## src/rtl/dffram_march_bist_pkg.sv

```systemverilog
// Shared encodings for the DFFRAM March C- BIST: element enum, FSM states, backgrounds
// and per-element helpers.
package dffram_pkg;
  typedef enum logic [2:0] {E0 = 3'd0, E1, E2, E3, E4, E5} march_elem_e;

  localparam logic [2:0] S_IDLE   = 3'd0;
  localparam logic [2:0] S_WR     = 3'd1;
  localparam logic [2:0] S_RD     = 3'd2;
  localparam logic [2:0] S_RDW    = 3'd3;
  localparam logic [2:0] S_CMP_WR = 3'd4;
  localparam logic [2:0] S_FIN    = 3'd5;

  localparam logic BG0 = 1'b0;
  localparam logic BG1 = 1'b1;

  function automatic int awidth(input int banks);
    return $clog2(banks) + 4;
  endfunction

  function automatic logic elem_down(input march_elem_e e);
    return (e == E3) || (e == E4);
  endfunction

  // Background each element expects on its read (E0 never reads).
  function automatic logic elem_rd_bg(input march_elem_e e);
    return ((e == E2) || (e == E4)) ? BG1 : BG0;
  endfunction

  function automatic logic elem_wr_bg(input march_elem_e e);
    return ((e == E1) || (e == E3)) ? BG1 : BG0;
  endfunction
endpackage

```

## src/rtl/dffram_march_bist_if.sv

```systemverilog
// Single-port DFFRAM bus; master drives the request, slave returns read data.
interface dffram_march_bist_if #(
  parameter int WSIZE  = 4,
  parameter int AWIDTH = 9
);
  localparam int DW = WSIZE * 8;

  logic [WSIZE-1:0]  WE0;
  logic              EN0;
  logic [AWIDTH-1:0] A0;
  logic [DW-1:0]     Di0;
  logic [DW-1:0]     Do0;

  modport master (output WE0, EN0, A0, Di0, input Do0);
  modport slave  (input WE0, EN0, A0, Di0, output Do0);
endinterface

```

## src/rtl/dffram_bist_addr_gen.sv

```systemverilog
// Up/down March address counter: load to the start of a direction, step, flag the last address.
module dffram_bist_addr_gen #(
  parameter int AWIDTH = 9,
  parameter int DEPTH  = 512
) (
  input  logic              clk,
  input  logic              rst_n,
  input  logic              i_load,
  input  logic              i_load_down,
  input  logic              i_step,
  input  logic              i_down,
  output logic [AWIDTH-1:0] o_addr,
  output logic              o_last
);
  localparam logic [AWIDTH-1:0] LAST = AWIDTH'(DEPTH - 1);

  logic [AWIDTH-1:0] r_addr;

  always_ff @(posedge clk or negedge rst_n) begin
    if (!rst_n)
      r_addr <= '0;
    else if (i_load)
      r_addr <= i_load_down ? LAST : '0;
    else if (i_step) begin
      if (i_down)
        r_addr <= r_addr - AWIDTH'(1);
      else
        r_addr <= (r_addr == LAST) ? '0 : r_addr + AWIDTH'(1);
    end
  end

  assign o_addr = r_addr;
  assign o_last = i_down ? (r_addr == '0) : (r_addr == LAST);
endmodule

```

## src/rtl/dffram_march_bist.sv

```systemverilog
// March C- BIST engine and port mux in front of a single-port DFFRAM.
// Define BIST_FAIL_LOG_EN to add FAIL_ADDR/FAIL_ELEM/FAIL_DATA first-mismatch capture.
module dffram_march_bist
  import dffram_pkg::*;
#(
  parameter  int WSIZE  = 4,
  parameter  int BANKS  = 32,
  parameter  int RD_LAT = 1,
  localparam int DW     = WSIZE * 8,
  localparam int AWIDTH = awidth(BANKS),
  localparam int DEPTH  = BANKS * 16
) (
  input  logic CLK,
  input  logic RST_N,
  input  logic START,
  output logic BUSY,
  output logic DONE,
  output logic FAIL,
`ifdef BIST_FAIL_LOG_EN
  output logic [AWIDTH-1:0] FAIL_ADDR,
  output logic [2:0]        FAIL_ELEM,
  output logic [DW-1:0]     FAIL_DATA,
`endif
  dffram_march_bist_if.slave  f_bus,
  dffram_march_bist_if.master ram_bus
);
  localparam int WCW = $clog2(RD_LAT + 1);

  logic [2:0]        r_state, w_state_nxt;
  march_elem_e       r_elem, w_elem_nxt;
  logic [WCW-1:0]    r_wcnt, w_wait_len;
  logic              r_done, r_fail;
  logic              w_load, w_step, w_last, w_start, w_wr, w_mis;
  logic [AWIDTH-1:0] w_addr;
  logic [DW-1:0]     w_exp;

  dffram_bist_addr_gen #(.AWIDTH(AWIDTH), .DEPTH(DEPTH)) u_addr (
    .clk        (CLK),
    .rst_n      (RST_N),
    .i_load     (w_load),
    .i_load_down(elem_down(w_elem_nxt)),
    .i_step     (w_step),
    .i_down     (elem_down(r_elem)),
    .o_addr     (w_addr),
    .o_last     (w_last)
  );

  assign BUSY    = (r_state != S_IDLE) && (r_state != S_FIN);
  assign DONE    = r_done;
  assign FAIL    = r_fail;
  assign w_start = (r_state == S_IDLE) && START;
  // E5 compares in the cycle data lands; E1-E4 hold one more cycle and write on compare.
  assign w_wait_len = (r_elem == E5) ? WCW'(RD_LAT - 1) : WCW'(RD_LAT);

  always_comb begin
    w_state_nxt = r_state;
    w_elem_nxt  = r_elem;
    w_load      = 1'b0;
    w_step      = 1'b0;
    case (r_state)
      S_IDLE: if (START) begin
        w_state_nxt = S_WR;
        w_elem_nxt  = E0;
        w_load      = 1'b1;
      end
      S_WR: if (w_last) begin
        w_state_nxt = S_RD;
        w_elem_nxt  = E1;
        w_load      = 1'b1;
      end else
        w_step = 1'b1;
      S_RD:  w_state_nxt = (w_wait_len == '0) ? S_CMP_WR : S_RDW;
      S_RDW: if (r_wcnt == w_wait_len) w_state_nxt = S_CMP_WR;
      S_CMP_WR: begin
        if (!w_last) begin
          w_step      = 1'b1;
          w_state_nxt = S_RD;
        end else if (r_elem == E5)
          w_state_nxt = S_FIN;
        else begin
          w_elem_nxt  = march_elem_e'(r_elem + 3'd1);
          w_load      = 1'b1;
          w_state_nxt = S_RD;
        end
      end
      S_FIN:   w_state_nxt = S_IDLE;
      default: w_state_nxt = S_IDLE;
    endcase
  end

  assign w_wr  = (r_state == S_WR) || ((r_state == S_CMP_WR) && (r_elem != E5));
  assign w_exp = {DW{elem_rd_bg(r_elem)}};
  assign w_mis = (r_state == S_CMP_WR) && (ram_bus.Do0 != w_exp);

  always_ff @(posedge CLK or negedge RST_N) begin
    if (!RST_N) begin
      r_state <= S_IDLE;
      r_elem  <= E0;
      r_wcnt  <= '0;
      r_done  <= 1'b0;
      r_fail  <= 1'b0;
    end else begin
      r_state <= w_state_nxt;
      r_elem  <= w_elem_nxt;
      if (r_state == S_RD)
        r_wcnt <= WCW'(1);
      else if (r_state == S_RDW)
        r_wcnt <= r_wcnt + WCW'(1);
      if (w_start) begin
        r_done <= 1'b0;
        r_fail <= 1'b0;
      end else begin
        if (w_mis) r_fail <= 1'b1;
        if (w_state_nxt == S_FIN) r_done <= 1'b1;
      end
    end
  end

`ifdef BIST_FAIL_LOG_EN
  logic [AWIDTH-1:0] r_fail_addr;
  logic [2:0]        r_fail_elem;
  logic [DW-1:0]     r_fail_data;

  // Only the first mismatch of a run is kept; r_fail still low marks it as first.
  always_ff @(posedge CLK or negedge RST_N) begin
    if (!RST_N) begin
      r_fail_addr <= '0;
      r_fail_elem <= '0;
      r_fail_data <= '0;
    end else if (w_start) begin
      r_fail_addr <= '0;
      r_fail_elem <= '0;
      r_fail_data <= '0;
    end else if (w_mis && !r_fail) begin
      r_fail_addr <= w_addr;
      r_fail_elem <= r_elem;
      r_fail_data <= ram_bus.Do0;
    end
  end

  assign FAIL_ADDR = r_fail_addr;
  assign FAIL_ELEM = r_fail_elem;
  assign FAIL_DATA = r_fail_data;
`endif

  // Functional traffic reaches the RAM untouched whenever the BIST is not driving it.
  assign ram_bus.EN0 = BUSY ? 1'b1 : f_bus.EN0;
  assign ram_bus.WE0 = BUSY ? {WSIZE{w_wr}} : f_bus.WE0;
  assign ram_bus.A0  = BUSY ? w_addr : f_bus.A0;
  assign ram_bus.Di0 = BUSY ? {DW{elem_wr_bg(r_elem)}} : f_bus.Di0;
  assign f_bus.Do0   = ram_bus.Do0;
endmodule

```

## src/flat_wrapper.sv

```systemverilog
// flat-port wrapper written by rule: the top's interface ports become plain ports
module dffram_march_bist_flat import dffram_pkg::*;
#(
  parameter  int WSIZE  = 4,
  parameter  int BANKS  = 32,
  parameter  int RD_LAT = 1,
  localparam int DW     = WSIZE * 8,
  localparam int AWIDTH = awidth(BANKS),
  localparam int DEPTH  = BANKS * 16
)
  (CLK, RST_N, START, BUSY, DONE, FAIL, f_bus_WE0, f_bus_EN0, f_bus_A0, f_bus_Di0, f_bus_Do0, ram_bus_WE0, ram_bus_EN0, ram_bus_A0, ram_bus_Di0, ram_bus_Do0);
  dffram_march_bist_if #(.WSIZE(WSIZE), .AWIDTH(9)) f_bus_i ();
  dffram_march_bist_if #(.WSIZE(WSIZE), .AWIDTH(9)) ram_bus_i ();
  input  logic CLK;
  input  logic RST_N;
  input  logic START;
  output logic BUSY;
  output logic DONE;
  output logic FAIL;
  input wire logic [$bits(f_bus_i.WE0)-1:0] f_bus_WE0;
  input wire logic [$bits(f_bus_i.EN0)-1:0] f_bus_EN0;
  input wire logic [$bits(f_bus_i.A0)-1:0] f_bus_A0;
  input wire logic [$bits(f_bus_i.Di0)-1:0] f_bus_Di0;
  output wire logic [$bits(f_bus_i.Do0)-1:0] f_bus_Do0;
  output wire logic [$bits(ram_bus_i.WE0)-1:0] ram_bus_WE0;
  output wire logic [$bits(ram_bus_i.EN0)-1:0] ram_bus_EN0;
  output wire logic [$bits(ram_bus_i.A0)-1:0] ram_bus_A0;
  output wire logic [$bits(ram_bus_i.Di0)-1:0] ram_bus_Di0;
  input wire logic [$bits(ram_bus_i.Do0)-1:0] ram_bus_Do0;
  assign f_bus_i.WE0 = f_bus_WE0;
  assign f_bus_i.EN0 = f_bus_EN0;
  assign f_bus_i.A0 = f_bus_A0;
  assign f_bus_i.Di0 = f_bus_Di0;
  assign f_bus_Do0 = f_bus_i.Do0;
  assign ram_bus_WE0 = ram_bus_i.WE0;
  assign ram_bus_EN0 = ram_bus_i.EN0;
  assign ram_bus_A0 = ram_bus_i.A0;
  assign ram_bus_Di0 = ram_bus_i.Di0;
  assign ram_bus_i.Do0 = ram_bus_Do0;
  dffram_march_bist #(.WSIZE(WSIZE), .BANKS(BANKS), .RD_LAT(RD_LAT)) u_core (.CLK(CLK), .RST_N(RST_N), .START(START), .BUSY(BUSY), .DONE(DONE), .FAIL(FAIL), .f_bus(f_bus_i), .ram_bus(ram_bus_i));
endmodule
```

## config.mk

```make
export PLATFORM = sky130hd
export DESIGN_NAME = dffram_march_bist_flat
export DESIGN_NICKNAME = d
export VERILOG_FILES = /design/src/rtl/dffram_march_bist_pkg.sv /design/src/rtl/dffram_march_bist_if.sv /design/src/rtl/dffram_bist_addr_gen.sv /design/src/rtl/dffram_march_bist.sv /design/src/flat_wrapper.sv
export SDC_FILE = /design/constraint.sdc
export NUM_CORES = 1
export LEC_CHECK = 0
export BUFFER_PORTS_ARGS = -buffer_cell sky130_fd_sc_hd__buf_2
export CAP_MARGIN = 30
export CELL_PAD_IN_SITES_DETAIL_PLACEMENT = 0
export CELL_PAD_IN_SITES_GLOBAL_PLACEMENT = 2
export CORE_UTILIZATION = 20
export CTS_BUF_LIST = sky130_fd_sc_hd__clkbuf_4
export DETAILED_ROUTE_END_ITERATION = 8
export GPL_TIMING_DRIVEN = 0
export PLACE_DENSITY_LB_ADDON = 0.1
export SYNTH_ARGS = -nofsm -noshare
export SYNTH_HDL_FRONTEND = slang
export SYNTH_SLANG_ARGS = --single-unit
```

## constraint.sdc

```tcl
create_clock -name CLK -period 2.4 [get_ports CLK]
set_input_delay 0.12 -clock CLK [delete_from_list [all_inputs] [get_ports CLK]]
set_output_delay 0.12 -clock CLK [all_outputs]
set_load 0.05 [all_outputs]
```

==> results.rst, run 1 <==
.. list-table::
   :header-rows: 1

   * - Metric
     - Value
   * - Transition time at the pin with the least slew margin
     - roughly 0.6 ns
   * - DRC violation count after routing
     - 5
   * - Post-DP HPWL
     - roughly 7000 um
   * - Via-per-instance ratio
     - roughly 4.6
   * - Number of cells traversed by the worst register-to-register path
     - 9
   * - Synth Area in Compound Gates
     - between 20% and 30%
   * - Starting utilization of the core area
     - around a fifth
   * - Site Rows
     - 39
   * - Reg2reg end
     - u_core.u_addr.o_addr[8]
   * - Most frequent cells in the layout
     - buf_2 (139), buf_4 (45), a21o_1 (36), clkbuf_4 (32), nand2_1 (24)
   * - Wire per inst
     - between 10 and 15 um
   * - Slowest cell on the critical path
     - nor4_4
   * - Synth Area in XOR/XNOR
     - 4.400%
   * - Clock-pin transition on the worst setup and hold timing paths
     - ~0.14 ns
   * - Gate count of the mapped netlist
     - slightly above 300
   * - Time the final worst path needs with I/O delays and setup
     - between 2 and 2.5 ns
   * - Post-synthesis net count
     - between 300 and 400
   * - Boundary Pins
     - around 160
   * - Headroom to the max-slew limit
     - between 50% and 60%
   * - Syn Area/Cell
     - 7.831 um2
   * - Total core area
     - 11520 um2
   * - Wire length of the first global-routing pass
     - between 10000 and 15000 um
   * - Tot GR Track Use
     - 13.69%
   * - Violations in the final reports
     - design-rule violations
   * - Share of cell area taken by muxes after synthesis
     - 5.448%
   * - Biggest fanout along the worst timing path
     - 9
   * - Maximum number of pins on one net before global-route repair
     - 19
   * - Net count reported at finish
     - approximately 580
   * - Main flop type after synthesis
     - dfrtp_1
   * - Routed Wire Length
     - about 8900 um
   * - Leakage
     - approximately 1.8 nW
   * - Warnings from Yosys
     - 0
   * - Sink count of the clock tree
     - 18
   * - IR Drop Worst-Case VDD
     - about 0.15 mV
   * - Hold Startpoint
     - START
   * - Maximum Capacitance Violations
     - 0
   * - Hold Path Cell Cnt
     - 3
   * - Fraction of synthesis flops using an asynchronous set or reset pin
     - 100.0%
   * - Kind of launch point of the worst setup path
     - flip-flop
   * - Cell Pwr Density
     - 190.4 nW/um2
   * - Delay of the slowest critical-path stage
     - 0.45 ns
   * - Result of the run
     - finished with violations
   * - Max frequency
     - ~0.42 GHz
   * - Num CTS Buffers
     - 3
   * - Die outline width
     - between 100 and 150 um
   * - First-pass iteration count of the detailed router
     - 6
   * - Leading cell type in the layout, fill and taps excluded
     - buf_2
   * - Later-pin clock latency in the skew report
     - just over 0.3 ns
   * - Fraction of the yosys area taken by sequential cells
     - between 10% and 20%
   * - Total power consumption of the routed design
     - about 0.74 mW
   * - Final setup violation count
     - 0
   * - Final worst clock skew
     - ~0.017 ns
   * - Buffer cell driving the clock tree root
     - clkbuf_4
   * - Synthesized flop and latch total
     - 18
   * - Via Count
     - between 2000 and 3000
   * - Adder and majority cell fraction of the synthesized area
     - under 10%
   * - Cells traversed along the worst timing path
     - buf_6, nor4_4, nand4_4, buf_12, a22o_2, o22a_1, mux2i_4, buf_12, a31oi_2
   * - Total inserted antenna cells
     - 0
   * - Clock Tree Buf Depth
     - 2
   * - Layout cell share with drive strength beyond 1
     - 55.88%
   * - Setup slack, reg-to-reg
     - approximately 0.034 ns
   * - Min setup slack post-route
     - between 0.03 and 0.04 ns
   * - Synthesized area
     - 2389 um2
   * - Cell type with the highest occurrence count on the critical path
     - buf_12
   * - Arrival time at the worst endpoint
     - around 2.6 ns
   * - Setup WS pre-CTS
     - -0.6871 ns
   * - Setup repair after global routing missed its margin
     - yes
   * - Initial antenna violation count
     - 0
   * - Max Transition Viols Final
     - 0
   * - Data required time at the worst endpoint
     - ~2.6 ns
   * - Post-synthesis share of cell area spent on and, or, nand and nor gates
     - between 20% and 30%
   * - End point of the most critical hold path
     - u_core.DONE
   * - Number of different library cells in the post-synthesis netlist
     - between 50 and 60
   * - Area growth from synthesis to layout
     - 62.23%
   * - Portion of the clock cycle consumed by the worst path in the final layout
     - a little over nine tenths
   * - Critical Setup Path Class
     - reg -> reg
   * - Total congestion overflow after global routing
     - 0
   * - H-tree Lvls
     - 1
   * - Number of global-route vias before repair
     - ~2800
   * - Path class of the lowest-slack min-delay path
     - in -> reg
   * - CTS tree
     - built
   * - Final hold violation count
     - 0
   * - Gp weighted congestion
     - 0.7419
   * - DRT iter0 DRCs
     - between 60 and 70
   * - Critical path endpoint category
     - flip-flop
   * - Main combinational cell family by area after synthesis
     - compound AO/OA/AOI/OAI gates
   * - Post-route antenna net violation count
     - 0
   * - Count of flip-flops with a built-in enable after synthesis
     - 0
   * - Chip height
     - 111.3 um
   * - Area of the die
     - 12380 um2
   * - FF-to-FF Start
     - u_core.u_addr.o_addr[5]
   * - Number of buffers added on ports
     - 161
-- final cells by class --
type                            instances  area (um2)
Sequential cell                        18       456.7
Buffer                                 50       376.6
Tap cell                              143       178.9
Clock inverter                          1       3.754
Clock buffer                            3       22.52
Multi-Input combinational cell        226        1767
Fill cell                            1257        7641
Timing Repair Buffer                  177        1032
Inverter                               10       37.54
-- critical path, delay by kind of cell, from the launching register on --
kind                   cells  cell delay (ns)
buffers and inverters      3             0.49
DFF                        1             0.40
and+or+nand+nor            2             0.68
muxes                      1             0.18
AOI/OAI and AO/OA          3             0.50
-- through the flow --
step	setup TNS, ns	instances	hold slack [ns]	util, %	area [um2]
2_1_floorplan	0	305	-0.1756	-	2399
3_3_place_gp	-9.356	609	0.1008	29.38	3383
3_5_place_dp	-11.26	609	0.1004	29.38	3383
4_1_cts	0	624	0.2337	31.79	3661
5_1_grt	-0.3853	628	0.2717	33.65	3875
6_report	0	628	0.2530	33.65	3875
-- registers in the layout (all words and copies together), names as in the netlist --
register              flops
u_core.r_elem             3
u_core.u_addr.o_addr      9
u_core.r_state            3
u_core.r_wcnt             1
u_core.FAIL               1
u_core.DONE               1
-- synth_stat cells (2+ instances only) --
master	number	share of area (%)
a21oi_1	10	2.1
o211ai_1	5	1.6
xor2_1	6	2.2
o32ai_1	2	0.73
mux2_2	7	3.3
buf_2	4	0.84
o22ai_1	6	1.6
nand3_1	10	2.1
xnor2_1	6	2.2
and2_1	3	0.79
buf_4	32	10
nand2b_1	2	0.52
a211oi_1	4	1.3
o21ai_0	5	1.0
ha_1	10	5.2
clkbuf_1	13	2.0
nor3_1	3	0.63
nor2b_1	3	0.79
a21o_1	37	12
nor4_1	10	2.6
nand4_1	13	3.4
buf_6	2	0.94
nand2_1	24	3.8
a31oi_1	11	2.9
inv_1	10	1.6
dfrtp_1	18	19
o22a_1	2	0.73
nor2_1	24	3.8
-- how the worst max path moves through the flow --
stage | from | endpoint | slack (ns)
CTS | u_core.u_addr.o_addr[1] | u_core.u_addr.o_addr[4] | 0.002
global route | u_core.u_addr.o_addr[0] | u_core.u_addr.o_addr[4] | -0.06
global placement | u_core.u_addr.o_addr[0] | u_core.u_addr.o_addr[1] | -0.63
detailed placement | u_core.u_addr.o_addr[1] | u_core.u_addr.o_addr[1] | -0.69
floorplan | u_core.u_addr.o_addr[0] | u_core.u_addr.o_addr[1] | 0.06
finish | u_core.u_addr.o_addr[5] | u_core.u_addr.o_addr[8] | 0.03
-- metal layers --
metal | GRT usage, % | part of all wire [%] | wire, um
met1 | 15.94 | 42 | 3755
met2 | 27.04 | 54 | 4844
met3 | 1.968 | 3.1 | 275
met4 | 1.081 | 0.22 | 20
met5 | 0 | 0 | 0
-- power by group --
part | total (mW) | internal [mW] | switching [mW]
sequential | 0.303 | 0.303 | 0
combinational | 0.259 | 0.102 | 0.157
clock | 0.176 | 0.0607 | 0.115
total | 0.738 | 0.465 | 0.272
-- repair_timing --
| item | CTS | global route |
|---|---|---|
| setup buffers | 11 | 4 |
| hold endpoints to repair | 18 | 0 |
| gates resized for setup | 35 | 56 |
| pin swaps | 3 | 5 |
| endpoints found under the setup margin | 59 | 48 |
| hold buffers | 1 | 0 |
-- cell families (layout without fill, tap and decap cells) --
| group | count (synthesis) | in the layout |
|---|---|---|
| simple gates | 101 | 101 |
| compound gates | 93 | 93 |
| buf+inv | 61 | 241 |
| flops | 18 | 18 |
| xor+xnor | 12 | 12 |
| fa+ha+maj | 10 | 10 |
| mux | 10 | 10 |
No activity file was read; power rests on OpenSTA's default activity.
==> inputs of run 2 (changes only) <==
- ABC_AREA: unset -> 1
- CORE_UTILIZATION: 20 -> 18
==> run 2 against run 1 <==
Compared with the run above: the flow now finishes without violations; non-clock buffer count shrank 17; register-to-register slack better by 0.06 ns; die area grew 13%; combinational power hardly changed; synthesized cell count increased by 33%; cell count rose by 19%; clock power decreased by 12%; sequential power is essentially flat; area after synthesis rose by 1.5%; first-iteration DRC count is 29% higher; highest routed layer unchanged.
==> results.rst, run 2 <==
.. list-table::
   :header-rows: 1

   * - Metric
     - Value
   * - Final Util
     - 28.16% (-5.5 points)
   * - Final hold violation count
     - 0 (unchanged)
   * - Seq pwr share
     - 42.2% (+1.1 points)
   * - Layout fillers
     - 1514 (+20%)
   * - Syn Area/Cell
     - 5.987 um2 (-24%)
   * - Final setup violation count
     - 0 (unchanged)
   * - IR Drop Worst-Case VDD
     - 0.1274 mV (-14%)
   * - Sink count of the clock tree
     - 18 (unchanged)
   * - Max Transition Viols Final
     - 0 (unchanged)
   * - Wire per inst
     - 11.70 um (-17%)
   * - Leading cell type in the layout, fill and taps excluded
     - buf_2
   * - Layout cell share with drive strength beyond 1
     - 47.21% (-8.7 points)
   * - Critical Setup Path Class
     - reg -> reg
   * - Gp weighted congestion
     - 0.7380 (-0.53%)
   * - Total congestion overflow after global routing
     - 0 (unchanged)
   * - Max frequency
     - 0.4328 GHz (+2.4%)
   * - Fin Hold WS
     - 0.2226 ns (-0.03042 ns)
   * - Time the final worst path needs with I/O delays and setup
     - 2.311 ns (-0.05518 ns)
   * - H-tree Lvls
     - 1 (unchanged)
   * - Number of buffers added on ports
     - 161 (unchanged)
   * - Power share of the clock group
     - 21.5% (-2.3 points)
   * - Internal power of the cells
     - 0.4629 mW (-0.55%)
   * - Chip height
     - 118.1 um (+6.1%)
   * - Boundary Pins
     - 162 (unchanged)
   * - Via-per-instance ratio
     - 4.067 (-11%)
   * - FF-to-FF Start
     - u_core.u_addr.o_addr[0]
   * - Synthesized area
     - 2425 um2 (+1.5%)
   * - Delay of the slowest critical-path stage
     - 0.41 ns (-0.04 ns)
   * - TNS Setup
     - 0 ns (unchanged)
   * - Arrival time at the worst endpoint
     - 2.53 ns (-0.04 ns)
   * - Launch point of the critical path
     - u_core.u_addr.o_addr[0]
   * - Comb pwr share
     - 36.4% (+1.3 points)
   * - Number of different library cells in the post-synthesis netlist
     - 33 (-35%)
   * - Later-pin clock latency in the skew report
     - 0.30 ns (about the same)
   * - Result of the run
     - complete, no violations
   * - Site Rows
     - 42 (+7.7%)
   * - Via Count
     - 3050 (+6.1%)
   * - Total power consumption of the routed design
     - 0.7185 mW (-2.6%)
   * - Most numerous cell in the Yosys netlist
     - nand2_1
   * - Critical path endpoint category
     - flip-flop
   * - Post-synth top cells
     - nand2_1 (129), inv_1 (39), buf_4 (34)
   * - DRC violation count after routing
     - 0 (-5)
   * - Area contributors post-synth
     - nand2_1 (20%), dfrtp_1 (19%), buf_4 (11%)
   * - Warnings from Yosys
     - 0 (unchanged)
   * - Fraction of the yosys area taken by sequential cells
     - 18.58% (-0.28 points)
   * - Number of flip-flops in the largest register
     - 9 (unchanged)
   * - Clock Tree Buf Depth
     - 2 (unchanged)
   * - Placed cell count
     - 742 (+22%)
   * - Portion of synthesized cell area occupied by the leading cell type
     - 19.97% (+1.1 points)
   * - Initial antenna violation count
     - 0 (unchanged)
   * - First-pass iteration count of the detailed router
     - 4 (-2)
   * - Switching part of the total
     - 35.57% (-1.4 points)
   * - Fraction of synthesis flops using an asynchronous set or reset pin
     - 100.0% (unchanged)
   * - Final worst clock skew
     - 0.01621 ns (-0.0007767 ns)
   * - DRT iter0 DRCs
     - 80 (+29%)
   * - Die outline width
     - 118.1 um (+6.1%)
   * - Post-DP HPWL
     - 7284 um (+4.5%)
   * - Leakage
     - 2.080 nW (+14%)
   * - Kind of launch point of the worst setup path
     - flip-flop
   * - Total inserted antenna cells
     - 0 (unchanged)
   * - Routed Wire Length
     - 8777 um (-1.3%)
   * - CTS tree
     - built
   * - Cells traversed along the worst timing path
     - ha_4, nand3_4, nor2_4, nand3_2, nor2_4, ha_4, inv_4, a21oi_4, nand2_2, nand2_2, nand3_2, nand2_4, nand2_4, nand2_4, nand2_4, a21oi_2
   * - Setup repair after global routing missed its margin
     - yes
   * - Synthesized flop and latch total
     - 18 (unchanged)
   * - Number of non-filler instances in the completed layout
     - 750 (+19%)
   * - Maximum Capacitance Violations
     - 0 (unchanged)
   * - Gate count of the mapped netlist
     - 405 (+33%)
   * - Maximum number of pins on one net before global-route repair
     - 19 (unchanged)
   * - Main flop type after synthesis
     - dfrtp_1
   * - Most frequent cells in the layout
     - buf_2 (161), nand2_1 (123), buf_4 (38), inv_1 (37), o21ai_0 (31)
   * - Hold Startpoint
     - START
   * - Transition time at the pin with the least slew margin
     - 0.5633 ns (-0.05235 ns)
   * - Starting utilization of the core area
     - 18.38% (-2.4 points)
   * - Headroom to the max-slew limit
     - 62.41% (+3.6 points)
   * - Wire length of the first global-routing pass
     - 13520 um (-1.6%)
   * - Buffer cell driving the clock tree root
     - clkbuf_4
   * - Slowest cell on the critical path
     - dfrtp_1
   * - Portion of the clock cycle consumed by the worst path in the final layout
     - 96.27% (-2.3 points)
   * - Num CTS Buffers
     - 3 (unchanged)
   * - Power dissipated by switching net loads
     - 0.2556 mW (-6.2%)
   * - Cell taking the most area after synthesis
     - nand2_1
   * - Number of global-route vias before repair
     - 2722 (-2.7%)
   * - Path class of the lowest-slack min-delay path
     - in -> reg
   * - Total core area
     - 13190 um2 (+15%)
   * - Biggest fanout along the worst timing path
     - 5 (-4)
   * - Data required time at the worst endpoint
     - 2.62 ns (+0.02 ns)
   * - Post-synthesis net count
     - 496 (+25%)
   * - Cell Pwr Density
     - 193.4 nW/um2 (+1.6%)
   * - Area of the die
     - 13940 um2 (+13%)
   * - Net count reported at finish
     - 667 (+16%)
   * - Area growth from synthesis to layout
     - 53.20%
   * - Post-route antenna net violation count
     - 0 (unchanged)
   * - Count of flip-flops with a built-in enable after synthesis
     - 0 (unchanged)
   * - Cell type with the highest occurrence count on the critical path
     - nand2_4
   * - Tot GR Track Use
     - 11.87% (-1.8 points)
   * - Clock-pin transition on the worst setup and hold timing paths
     - 0.12 ns (-0.02 ns)
-- run 2: changes by cell type in the layout (fill, tap and decap cells not counted), moves of 10 or more --
cell,previous run,this run
clkbuf_4,32,5
inv_1,9,37
nand2_1,24,123
o21ai_0,5,31
a21o_1,36,0
buf_2,139,161
nand2_2,0,10
-- run 2: repair_timing --
item,CTS,global route
hold buffers,1,0
endpoints found under the hold margin,18,0
resized for setup,12,45
setup endpoints to repair,50,48
pin swaps,2,15
buffers inserted,2,2
gates cloned,0,1
-- run 2: area by class of cell --
type,instances,area [um2],area share (%)
Sequential cell,18,450.4,12.13
Multi-Input combinational cell,299,1683,45.30
Buffer,44,314.1,8.454
Clock buffer,3,22.52,0.6063
Tap cell,176,220.2,5.928
Timing Repair Buffer,166,848.3,22.84
Inverter,44,176.4,4.749
-- run 2: logic make-up (layout without fill, tap and decap cells) --
family	Yosys count	in the layout	synth area share (%)
adders and majority gates	10	10	5.160
xor gates and xnor gates	6	6	2.167
DFF	18	18	18.58
buffers and inverters	89	257	19.56
AOI/OAI and AO/OA	57	57	13.06
and+or+nand+nor	225	226	41.49
-- run 2: worst paths after layout --
kind                                           end  slack, ns  cells after the start
max                        u_core.u_addr.o_addr[3]       0.09                     16
min                              u_core.r_state[0]       0.22                      3
max reg2reg                u_core.u_addr.o_addr[3]       0.09                     16
min reg2reg                            u_core.FAIL       0.49                      1
max in group asynchronous  u_core.u_addr.o_addr[8]       1.77                      2
min in group asynchronous            u_core.r_wcnt       0.30                      2
-- run 2: stage by stage --
stage	worst slack [ns]	cell area [um2]
after floorplan	0.1913	2425
after global placement	-0.1899	3451
after detailed placement	-0.1676	3451
after CTS	0.009542	3525
after global routing	-0.07652	3715
final	0.08944	3715
-- run 2: critical path: cells and delay by family, from the launching register on --
kind,cells,cell delay [ns]
AOI/OAI and AO/OA,2,0.35
adders and majority gates,2,0.32
buffers and inverters,1,0.04
DFF,1,0.41
and+or+nand+nor,11,1.10
-- run 2: layer usage --
layer / global-route usage [%] / wire length, um
met4: 1.923 / 38
met5: 0 / 0
met2: 20.99 / 4335
met3: 1.744 / 433
met1: 15.36 / 3970
-- run 2: power groups by stage --
stage	Sequential [mW]	Clock [mW]	Combinational, mW
2_1_floorplan	0.309	0	0.154
6_report	0.303	0.154	0.261
5_1_grt	0.303	0.181	0.279
4_1_cts	0.303	0.167	0.265
3_3_place_gp	0.309	0	0.263
3_5_place_dp	0.309	0	0.263
